### src/rtl/tm1638_board_ctrl_if.sv
// rtl/tm1638_board_ctrl_if.sv - TM1638 3-wire serial bus (STB, CLK, bidirectional DIO split into out/oe/in)
interface tm1638_board_ctrl_if;
  logic sio_stb;
  logic sio_clk;
  logic sio_data_out;
  logic sio_data_oe;
  logic sio_data_in;

  modport master (
    output sio_stb,
    output sio_clk,
    output sio_data_out,
    output sio_data_oe,
    input  sio_data_in
  );

  modport slave (
    input  sio_stb,
    input  sio_clk,
    input  sio_data_out,
    input  sio_data_oe,
    output sio_data_in
  );
endinterface

### src/rtl/tm1638_board_ctrl.sv
// rtl/tm1638_board_ctrl.sv - TM1638 LED&KEY bridge: demuxes scanned 7-seg into a shadow buffer,
// refreshes display/LEDs every frame and reads back the 8 keys
module tm1638_board_ctrl #(
  parameter int CLK_MHZ    = 27,
  parameter int SIO_KHZ    = 1000,
  parameter int BRIGHTNESS = 7
) (
  input  logic                       clock,
  input  logic                       reset,
  input  logic [7:0]                 led,
  input  logic [7:0]                 abcdefgh,
  input  logic [7:0]                 digit,
  output logic [7:0]                 key,
  tm1638_board_ctrl_if.master        sio
);

  localparam int HALF_RAW = (CLK_MHZ * 1000) / (2 * SIO_KHZ);
  localparam int HALF     = (HALF_RAW < 1) ? 1 : HALF_RAW;
  localparam int DW       = (HALF > 1) ? $clog2(HALF) : 1;
  localparam logic [DW-1:0] DIV_LAST = DW'(HALF - 1);
  localparam logic [7:0] DISP_CMD = {5'b10001, 3'(BRIGHTNESS)};

  localparam logic [2:0] ST_IDLE   = 3'd0;
  localparam logic [2:0] ST_CMD1   = 3'd1;
  localparam logic [2:0] ST_DATA   = 3'd2;
  localparam logic [2:0] ST_DISP   = 3'd3;
  localparam logic [2:0] ST_READ   = 3'd4;
  localparam logic [2:0] ST_UPDATE = 3'd5;

  localparam logic [1:0] SUB_BITS = 2'd0;
  localparam logic [1:0] SUB_TURN = 2'd1;
  localparam logic [1:0] SUB_END  = 2'd2;
  localparam logic [1:0] SUB_GAP  = 2'd3;

  logic [2:0]      state;
  logic [1:0]      sub;
  logic [DW-1:0]   div;
  logic [4:0]      byte_idx;
  logic [2:0]      bit_idx;
  logic            phb;
  logic            gap1;
  logic            stb, sclk, dout, oe;
  logic [7:0]      key_next;
  logic [7:0][7:0] shadow, shadow_nxt, frame_seg;
  logic [7:0]      frame_led;

  logic            tick;
  logic            writing;
  logic [3:0]      addr;
  logic [7:0]      seg_sel, seg_rev, tx_byte;
  logic [4:0]      last_byte;
  logic [1:0]      rd_i;

  assign tick    = (state != ST_IDLE) && (div == DIV_LAST);
  assign writing = !((state == ST_READ) && (byte_idx != 5'd0));
  assign rd_i    = byte_idx[1:0] - 2'd1;

  // The snapshot sees this cycle's capture too, so a frame right after reset is never stale
  always_comb begin
    shadow_nxt = shadow;
    for (int i = 0; i < 8; i++) begin
      if (digit[i]) shadow_nxt[i] = abcdefgh;
    end
  end

  always_ff @(posedge clock) begin
    if (reset) shadow <= '0;
    else       shadow <= shadow_nxt;
  end

  // Byte k>=1 of DATA is display address k-1; even = digit segments, odd = one LED
  always_comb begin
    addr    = byte_idx[3:0] - 4'd1;
    seg_sel = frame_seg[3'd7 - addr[3:1]];
    for (int j = 0; j < 8; j++) seg_rev[j] = seg_sel[7 - j];
    case (state)
      ST_CMD1: tx_byte = 8'h40;
      ST_DATA: begin
        if (byte_idx == 5'd0)  tx_byte = 8'hC0;
        else if (addr[0])      tx_byte = {7'b0, frame_led[addr[3:1]]};
        else                   tx_byte = seg_rev;
      end
      ST_DISP: tx_byte = DISP_CMD;
      ST_READ: tx_byte = 8'h42;
      default: tx_byte = 8'h00;
    endcase
    case (state)
      ST_DATA: last_byte = 5'd16;
      ST_READ: last_byte = 5'd4;
      default: last_byte = 5'd0;
    endcase
  end

  always_ff @(posedge clock) begin
    if (reset) begin
      state     <= ST_IDLE;
      sub       <= SUB_BITS;
      div       <= '0;
      byte_idx  <= '0;
      bit_idx   <= '0;
      phb       <= 1'b0;
      gap1      <= 1'b0;
      stb       <= 1'b1;
      sclk      <= 1'b1;
      dout      <= 1'b1;
      oe        <= 1'b0;
      key       <= '0;
      key_next  <= '0;
      frame_seg <= '0;
      frame_led <= '0;
    end else begin
      div <= (state == ST_IDLE || tick) ? '0 : div + DW'(1);
      if (state == ST_IDLE) begin
        frame_seg <= shadow_nxt;
        frame_led <= led;
        state     <= ST_CMD1;
        sub       <= SUB_BITS;
        byte_idx  <= '0;
        bit_idx   <= '0;
        phb       <= 1'b0;
        stb       <= 1'b0;
      end else if (state == ST_UPDATE && sub == SUB_END) begin
        key  <= key_next;
        sub  <= SUB_GAP;
        gap1 <= 1'b0;
      end else if (tick) begin
        case (sub)
          SUB_BITS: begin
            if (!phb) begin
              sclk <= 1'b0;
              phb  <= 1'b1;
              if (writing) begin
                oe   <= 1'b1;
                dout <= tx_byte[bit_idx];
              end
            end else begin
              sclk <= 1'b1;
              phb  <= 1'b0;
              if (!writing) begin
                if (bit_idx == 3'd0) key_next[{1'b0, rd_i}] <= sio.sio_data_in;
                if (bit_idx == 3'd4) key_next[{1'b1, rd_i}] <= sio.sio_data_in;
              end
              bit_idx <= bit_idx + 3'd1;
              if (bit_idx == 3'd7) begin
                if (byte_idx == last_byte) begin
                  sub <= SUB_END;
                end else begin
                  byte_idx <= byte_idx + 5'd1;
                  if (state == ST_READ && byte_idx == 5'd0) begin
                    sub  <= SUB_TURN;
                    gap1 <= 1'b0;
                  end
                end
              end
            end
          end
          SUB_TURN: begin
            if (!gap1) begin
              oe   <= 1'b0;
              dout <= 1'b1;
              gap1 <= 1'b1;
            end else begin
              sub <= SUB_BITS;
            end
          end
          SUB_END: begin
            stb  <= 1'b1;
            oe   <= 1'b0;
            dout <= 1'b1;
            gap1 <= 1'b0;
            if (state == ST_READ) state <= ST_UPDATE;
            else                  sub   <= SUB_GAP;
          end
          default: begin
            if (!gap1) begin
              gap1 <= 1'b1;
            end else begin
              gap1 <= 1'b0;
              case (state)
                ST_CMD1: state <= ST_DATA;
                ST_DATA: state <= ST_DISP;
                ST_DISP: state <= ST_READ;
                default: state <= ST_IDLE;
              endcase
              if (state != ST_UPDATE) begin
                stb      <= 1'b0;
                sub      <= SUB_BITS;
                byte_idx <= '0;
                bit_idx  <= '0;
                phb      <= 1'b0;
              end
            end
          end
        endcase
      end
    end
  end

  assign sio.sio_stb      = stb;
  assign sio.sio_clk      = sclk;
  assign sio.sio_data_out = dout;
  assign sio.sio_data_oe  = oe;

endmodule
### src/flat_wrapper.sv
// flat-port wrapper written by rule: the top's interface ports become plain ports
module tm1638_board_ctrl_flat 
#(
  parameter int CLK_MHZ    = 27,
  parameter int SIO_KHZ    = 1000,
  parameter int BRIGHTNESS = 7
)
  (clock, reset, led, abcdefgh, digit, key, sio_sio_stb, sio_sio_clk, sio_sio_data_out, sio_sio_data_oe, sio_sio_data_in);
  tm1638_board_ctrl_if sio_i ();
  input  logic clock;
  input  logic reset;
  input  logic [7:0] led;
  input  logic [7:0] abcdefgh;
  input  logic [7:0] digit;
  output logic [7:0] key;
  output wire logic [$bits(sio_i.sio_stb)-1:0] sio_sio_stb;
  output wire logic [$bits(sio_i.sio_clk)-1:0] sio_sio_clk;
  output wire logic [$bits(sio_i.sio_data_out)-1:0] sio_sio_data_out;
  output wire logic [$bits(sio_i.sio_data_oe)-1:0] sio_sio_data_oe;
  input wire logic [$bits(sio_i.sio_data_in)-1:0] sio_sio_data_in;
  assign sio_sio_stb = sio_i.sio_stb;
  assign sio_sio_clk = sio_i.sio_clk;
  assign sio_sio_data_out = sio_i.sio_data_out;
  assign sio_sio_data_oe = sio_i.sio_data_oe;
  assign sio_i.sio_data_in = sio_sio_data_in;
  tm1638_board_ctrl #(.CLK_MHZ(CLK_MHZ), .SIO_KHZ(SIO_KHZ), .BRIGHTNESS(BRIGHTNESS)) u_core (.clock(clock), .reset(reset), .led(led), .abcdefgh(abcdefgh), .digit(digit), .key(key), .sio(sio_i));
endmodule
### config.mk
export PLATFORM = sky130hd
export DESIGN_NAME = tm1638_board_ctrl_flat
export DESIGN_NICKNAME = d
export VERILOG_FILES = /design/src/rtl/tm1638_board_ctrl_if.sv /design/src/rtl/tm1638_board_ctrl.sv /design/src/flat_wrapper.sv
export SDC_FILE = /design/constraint.sdc
export NUM_CORES = 1
export LEC_CHECK = 0
export ABC_AREA = 0
export ABC_CLOCK_PERIOD_IN_PS = 4900
export BUFFER_PORTS_ARGS = -buffer_cell sky130_fd_sc_hd__buf_2
export CORE_MARGIN = 1.5
export CORE_UTILIZATION = 50
export CTS_CLUSTER_DIAMETER = 120
export DETAILED_ROUTE_END_ITERATION = 7
export PLACE_DENSITY = 0.67
export SYNTH_ARGS = -nofsm -noshare
export SYNTH_HDL_FRONTEND = slang
export SYNTH_SLANG_ARGS = --single-unit
export TNS_END_PERCENT = 10
### constraint.sdc
create_clock -name clock -period 4.9 [get_ports clock]
set_clock_uncertainty 0.2 [all_clocks]
set_input_delay 0 -clock clock [delete_from_list [all_inputs] [get_ports clock]]
set_output_delay 0 -clock clock [all_outputs]
set_load 0.01 [all_outputs]
==> results.cfg, run 1 <==
[run_status]
status = finished clean

[power_and_ir_drop]
power.ir.vdd_worst_mv = 0.276
internal-power_uw = 2550
cellPowerDensity_mw_per_mm2 = 387
report.power.total_uw = 3320
power.combinational.fraction_pct = 7.7
power_frac_clock_pct = 45.1
power.share.switching_pct = 23.2
seqPwrFrac_pct = 47.3
p_sw_uw = 770
leakagePower_uw = 0.00355

[worst_setup_path]
reg2reg_end = u_core.sio.sio_data_out
reg2reg_slack_ns = 1.41
cp_data_arrival_time_ns = 3.65
ff2ff_path_depth = 10
critical_path_maximum_fanout = 17
worst-endpoint-required_ns = 5.06
criticalPathCategory = reg2reg
worstSetupEndpointType = flip-flop
r2r_start = u_core.byte_idx[0]
worstSetupStartpointType = flip-flop

[layout]
flow.area_growth_from_synthesis_pct = 16.7
final.fill_count = 1197
drive_gt1_share_pct = 11.9
finish.net_count = 844
n_antenna_cell = 0

[logic_synthesis]
yosysUniqueCellTypes = 61
synth-async-reset-ratio_pct = 0
ys_top_cells_by_count = sky130_fd_sc_hd__dfxtp_1, sky130_fd_sc_hd__nor2_1, sky130_fd_sc_hd__nand2_1, sky130_fd_sc_hd__mux2i_1, sky130_fd_sc_hd__o22a_1
synth.cell_area_mm2 = 0.00737
synth.most_common_cell = sky130_fd_sc_hd__dfxtp_1
synthesis.instances = 767
synth_top_flop_cell = sky130_fd_sc_hd__dfxtp_1
seq_area_frac_synth_pct = 47.6
synthDominantCellAreaShare_pct = 47.6
netlist.top_cell.by_area = sky130_fd_sc_hd__dfxtp_1
number_of_flops_mapped_to_enable_cells_by_yosys = 0
mean_area_per_synthesized_cell_um2 = 9.60
postSynthNetCount = 810
dominant_cells_by_area_after_synthesis = sky130_fd_sc_hd__dfxtp_1, sky130_fd_sc_hd__mux2i_1, sky130_fd_sc_hd__o22a_1
ys_seq_elements = 175
synth-warning-count = 0

[detailed_routing]
detailroute.via_count = 5797
initialDrtViolationCount = 449
met3WireLength_um = 682
route.layer.met1.wl_um = 8090
detail_route.wirelength_um = 18100
wl_per_cell_um = 18.1
viasPerCell = 5.81
firstDrtPassIters = 8
remaining_drc_errors = 0
highest_metal_layer_with_signal_wires = met4
met2_wirelength_um = 8920
postRouteAntennaNets = 0

[global_route]
grt_first_pass_wirelength_um = 29400
grt_start_max_net_pins = 73
grt_overflow = 0
grt_antenna_before_repair = 0
first_global_vias = 5739
groute.usage.overall_pct = 23.7

[clock_network]
cts_post_setup_buffers_inserted = 0
number_of_buffers_inserted_during_clock_tree_synthesis = 17
root_buffer = sky130_fd_sc_hd__clkbuf_16
ctsHtreeMaxLevel = 4
clkLatencyLatePin_ns = 0.43
clk_sinks = 175
cts.repair.resized = 0
clock_tree_from_tritoncts = done
buffers_from_clock_root_to_sink_at_most = 2
clk_slew_on_worst_s_h_paths_ns = 0.07

[sta]
timing.final.setup_violations = 0
hold_viol = 0
min_period_ns = 3.49
finalHoldWorstSlack_ns = 0.250
final.setup.worst_slack_ns = 1.41
setup-tns-final_ns = 0
timing.max_slew.rel_slack_pct = 31.3
worst_pin_slew_ns = 1.02
slew_viol_final = 0
max_freq_mhz = 286
timing.final.crit_share_pct = 71.2
rsz_0062_raised_after_global_routing = no

[placement]
place_worst_setup_slack_ns = 1.51
port_buffers = 38
detailedPlacementHpwl_um = 11900
place.gp.congestion = 0.899

[hold_path]
end_point_of_the_worst_hold_path = u_core.key[2]
min-delay-path-class = reg2reg
hp-start = u_core.key[2]
hold_depth = 2

[die]
io-pin-count = 39
start_util_pct = 50.9
die_x_um = 124
design.die.area_mm2 = 0.0155
floorplan.core_area_mm2 = 0.0145
core.rowCount = 44
dieHeight_um = 124

[job]
max_cap_violations = 0
## registers in the layout (all words and copies together), names as in the netlist
| name | count |
|---|---|
| u_core.gap1 | 1 |
| u_core.frame_seg | 64 |
| u_core.sio.sio_data_out | 1 |
| u_core.phb | 1 |
| u_core.frame_led | 8 |
| u_core.key_next | 8 |
| u_core.div | 4 |
| u_core.sio.sio_data_oe | 1 |
| u_core.sio.sio_stb | 1 |
| u_core.key | 8 |
| u_core.byte_idx | 5 |
| u_core.sub | 2 |
| u_core.bit_idx | 3 |
| u_core.sio.sio_clk | 1 |
| u_core.state | 3 |
| u_core.shadow | 64 |
## layout make-up
cell class / count / area (um^2) / area share (%)
clock buffer: 17 / 425 / 4.95
timing repair buffer: 82 / 621 / 7.22
tap: 184 / 230 / 2.68
multi-input combinational: 510 / 3530 / 41.0
sequential: 175 / 3500 / 40.8
clock inverter: 15 / 234 / 2.72
inverter: 15 / 56.3 / 0.655
## worst max-delay path by stage
| stage | from | end | slack, ns | cells past startpoint |
|---|---|---|---|---|
| after floorplan | u_core.byte_idx[0] | u_core.sio.sio_data_out | 2.08 | 11 |
| after global placement | u_core.byte_idx[0] | u_core.sio.sio_data_out | 1.61 | 7 |
| after detailed placement | u_core.byte_idx[0] | u_core.sio.sio_data_out | 1.51 | 7 |
| after CTS | u_core.byte_idx[0] | u_core.sio.sio_data_out | 1.46 | 7 |
| after global routing | u_core.byte_idx[0] | u_core.sio.sio_data_out | 1.18 | 10 |
| final | u_core.byte_idx[0] | u_core.sio.sio_data_out | 1.41 | 10 |
## worst max-delay path: stages, from the launching register on
cell	delay (ns)
sky130_fd_sc_hd__dfxtp_1	0.53
sky130_fd_sc_hd__inv_1	0.23
sky130_fd_sc_hd__ha_1	0.36
sky130_fd_sc_hd__xnor2_2	0.82
sky130_fd_sc_hd__buf_4	0.30
sky130_fd_sc_hd__nand2_1	0.07
sky130_fd_sc_hd__a311oi_1	0.31
sky130_fd_sc_hd__nand3_1	0.12
sky130_fd_sc_hd__a31oi_1	0.20
sky130_fd_sc_hd__a311oi_1	0.08
sky130_fd_sc_hd__a31oi_1	0.18
## metal layers
metal,GRT usage (%),up-vias
li1,-,2793
met1,29.2,2804
met2,40.8,166
met3,4.30,34
met4,9.74,0
met5,0,-
## placed cells by master, fill, tap and decap left out, drive strengths merged, types with 4 or more instances in the layout
cell         count
buf             43
bufinv           5
a21oi           45
nor3b            6
and3             5
nand4            7
clkinv           4
nor2b            5
ha              16
a311oi           4
nor2            88
nor3            15
mux2i           70
a31oi            8
inv             19
nand2           83
o21ai           10
dfxtp          175
xnor2            5
o22a            64
clkbuf          17
nand3           19
mux4            11
dlygate4sd3     39
## power groups by stage
stage / sequential [uW] / combinational [uW] / clock [uW]
global placement: 1600 / 218 / 0
detailed placement: 1600 / 228 / 0
global route: 1580 / 280 / 1570
floorplan: 1570 / 181 / 0
CTS: 1570 / 255 / 1520
finish: 1570 / 255 / 1500
## stage by stage
stage	area, um^2	utilization (%)	instances
final	8600	59.4	998
after global routing	8600	59.4	998
after CTS	8600	59.4	998
after detailed placement	7550	52.1	927
after global placement	7550	52.1	927
after floorplan	7370	-	767
## logic make-up (layout without fill, tap and decap cells)
kind of cell | Yosys count | in the layout | share of synthesized area (%)
fa+ha+maj | 16 | 16 | 2.72
simple gates | 250 | 250 | 15.8
compound gates | 155 | 155 | 15.3
buf+inv | 82 | 129 | 4.84
flops | 175 | 175 | 47.6
xor+xnor | 8 | 8 | 0.951
mux | 81 | 81 | 12.9
## timing repair
action,CTS,global route
hold endpoints to repair,152,0
hold buffers,39,0
setup endpoints to repair,0,0
Power figures use the tool's default switching activity.
==> inputs of run 2 (changes only) <==
- ABC_CLOCK_PERIOD_IN_PS: 4900 -> 3200
- PLACE_DENSITY: 0.67 -> 0.7
- clock period: 4.9 -> 3.2 ns (I/O delays scaled with it)
==> results.cfg, run 2 (synthesis gave the netlist of run 1 again) <==
[clock_network]
root_buffer = sky130_fd_sc_hd__clkbuf_16
number_of_buffers_inserted_during_clock_tree_synthesis = 17
clkLatencyLatePin_ns = 0.45
buffers_from_clock_root_to_sink_at_most = 2
clock_tree_from_tritoncts = done
ctsHtreeMaxLevel = 4
cts_post_setup_buffers_inserted = 0
clk_sinks = 175
clk_slew_on_worst_s_h_paths_ns = 0.07

[power_and_ir_drop]
internal-power_uw = 3560
p_sw_uw = 1270
seqPwrFrac_pct = 49.7
cellPowerDensity_mw_per_mm2 = 564
power.ir.vdd_worst_mv = 0.431
power.share.switching_pct = 26.4
power_frac_clock_pct = 42.1
power.combinational.fraction_pct = 8.2
leakagePower_uw = 0.00355

[layout]
n_antenna_cell = 0
finish.net_count = 850
flow.area_growth_from_synthesis_pct = 16.4
multi_input_comb_area_mm2 = 0.00353
drive_gt1_share_pct = 12.8
sequential_cell_area_mm2 = 0.00350
final.fill_count = 1202
layout_common_cells = sky130_fd_sc_hd__dfxtp_1, sky130_fd_sc_hd__nor2_1, sky130_fd_sc_hd__nand2_1
largest_registers = u_core.frame_seg x64, u_core.shadow x64
mostFrequentLayoutCell = sky130_fd_sc_hd__dfxtp_1
finalCoreUtilization_pct = 59.2

[worst_setup_path]
critical_path_maximum_fanout = 15
worst-endpoint-required_ns = 3.33
r2r_start = u_core.sub[0]
reg2reg_slack_ns = 0.25
ff2ff_path_depth = 10
reg2reg_end = u_core.key_next[2]
worstSetupEndpointType = flip-flop
worstSetupStartpointType = flip-flop
cp_data_arrival_time_ns = 3.08
criticalPathCategory = reg2reg

[sta]
max_freq_mhz = 340
min_period_ns = 2.95
final.setup.worst_slack_ns = 0.255
hold_viol = 0
timing.final.crit_share_pct = 92.0
worst_pin_slew_ns = 0.914
timing.max_slew.rel_slack_pct = 38.6
rsz_0062_raised_after_global_routing = no
slew_viol_final = 0
setup-tns-final_ns = 0
timing.final.setup_violations = 0

[detailed_routing]
highest_metal_layer_with_signal_wires = met4
detailroute.via_count = 5851
initialDrtViolationCount = 390
remaining_drc_errors = 0
postRouteAntennaNets = 0
met3WireLength_um = 895
met2_wirelength_um = 8880
firstDrtPassIters = 5
route.layer.met1.wl_um = 7650
wl_per_cell_um = 17.9
viasPerCell = 5.83
detail_route.wirelength_um = 18000

[die]
start_util_pct = 50.9
design.die.area_mm2 = 0.0155
io-pin-count = 39
dieHeight_um = 124
floorplan.core_area_mm2 = 0.0145
core.rowCount = 44
die_x_um = 124

[placement]
place_worst_setup_slack_ns = 0.320
place.gp.congestion = 0.897
port_buffers = 38
detailedPlacementHpwl_um = 12000

[hold_path]
end_point_of_the_worst_hold_path = u_core.key_next[1]
hp-start = sio_sio_data_in
min-delay-path-class = in2reg
hold_depth = 4

[global_route]
grt_start_max_net_pins = 75
grt_antenna_before_repair = 0
first_global_vias = 5767
grt_first_pass_wirelength_um = 29000
grt_overflow = 0
groute.usage.overall_pct = 23.8

[run_status]
status = finished clean

[job]
max_cap_violations = 0
-- run 2: worst max-delay path, stage by stage (launching register included) --
cell	delay, ns
sky130_fd_sc_hd__dfxtp_1	0.38
sky130_fd_sc_hd__inv_1	0.11
sky130_fd_sc_hd__ha_1	0.30
sky130_fd_sc_hd__and4b_4	0.32
sky130_fd_sc_hd__nor3_1	0.26
sky130_fd_sc_hd__nand4_1	0.24
sky130_fd_sc_hd__nor2_4	0.24
sky130_fd_sc_hd__nand2_1	0.07
sky130_fd_sc_hd__nand2_1	0.07
sky130_fd_sc_hd__a21oi_1	0.06
sky130_fd_sc_hd__dlygate4sd3_1	0.59
-- run 2: stage by stage --
step	std cells	power [uW]	hold slack (ns)	cell area, um^2
CTS	1004	4870	0.223	8560
global route	1004	5010	0.242	8570
floorplan	767	2690	-0.0640	7370
global placement	934	2790	0.0393	7600
detailed placement	934	2810	0.0480	7600
finish	1004	4830	0.233	8570
-- run 2: worst max-delay path by stage --
stage                     slack, ns                 endpoint                from
after floorplan                0.38  u_core.sio.sio_data_out  u_core.byte_idx[0]
after global placement         0.43  u_core.sio.sio_data_out  u_core.byte_idx[1]
after detailed placement       0.32  u_core.sio.sio_data_out  u_core.byte_idx[1]
after CTS                      0.13       u_core.key_next[2]       u_core.sub[0]
after global routing           0.05       u_core.key_next[2]       u_core.sub[0]
final                          0.25       u_core.key_next[2]       u_core.sub[0]
-- run 2: power by group through the flow --
| stage | registers (uW) | clock network, uW | logic, uW |
|---|---|---|---|
| floorplan | 2410 | 0 | 277 |
| global placement | 2450 | 0 | 337 |
| detailed placement | 2450 | 0 | 355 |
| CTS | 2400 | 2080 | 394 |
| global route | 2410 | 2160 | 433 |
| finish | 2400 | 2040 | 395 |
-- run 2: metal layers --
layer | vias to the layer above | global-route usage (%)
li1 | 2807 | -
met4 | 0 | 10.4
met1 | 2831 | 28.1
met2 | 176 | 40.1
met3 | 37 | 7.09
met5 | - | 0
-- run 2: timing repair --
action,CTS,global route
resized for setup,0,2
hold buffers,38,0
endpoints found under the hold margin,159,0
endpoints found under the setup margin,0,1
-- run 2: area by class of cell --
| cell class | instances | share of cell area, % |
|---|---|---|
| well taps | 184 | 2.69 |
| repair buffers | 88 | 7.74 |
| clock inverters | 15 | 1.85 |
| flip-flops and latches | 175 | 40.9 |
| inverters | 15 | 0.657 |
| multi-input cells | 510 | 41.2 |
| clock buffers | 17 | 4.96 |
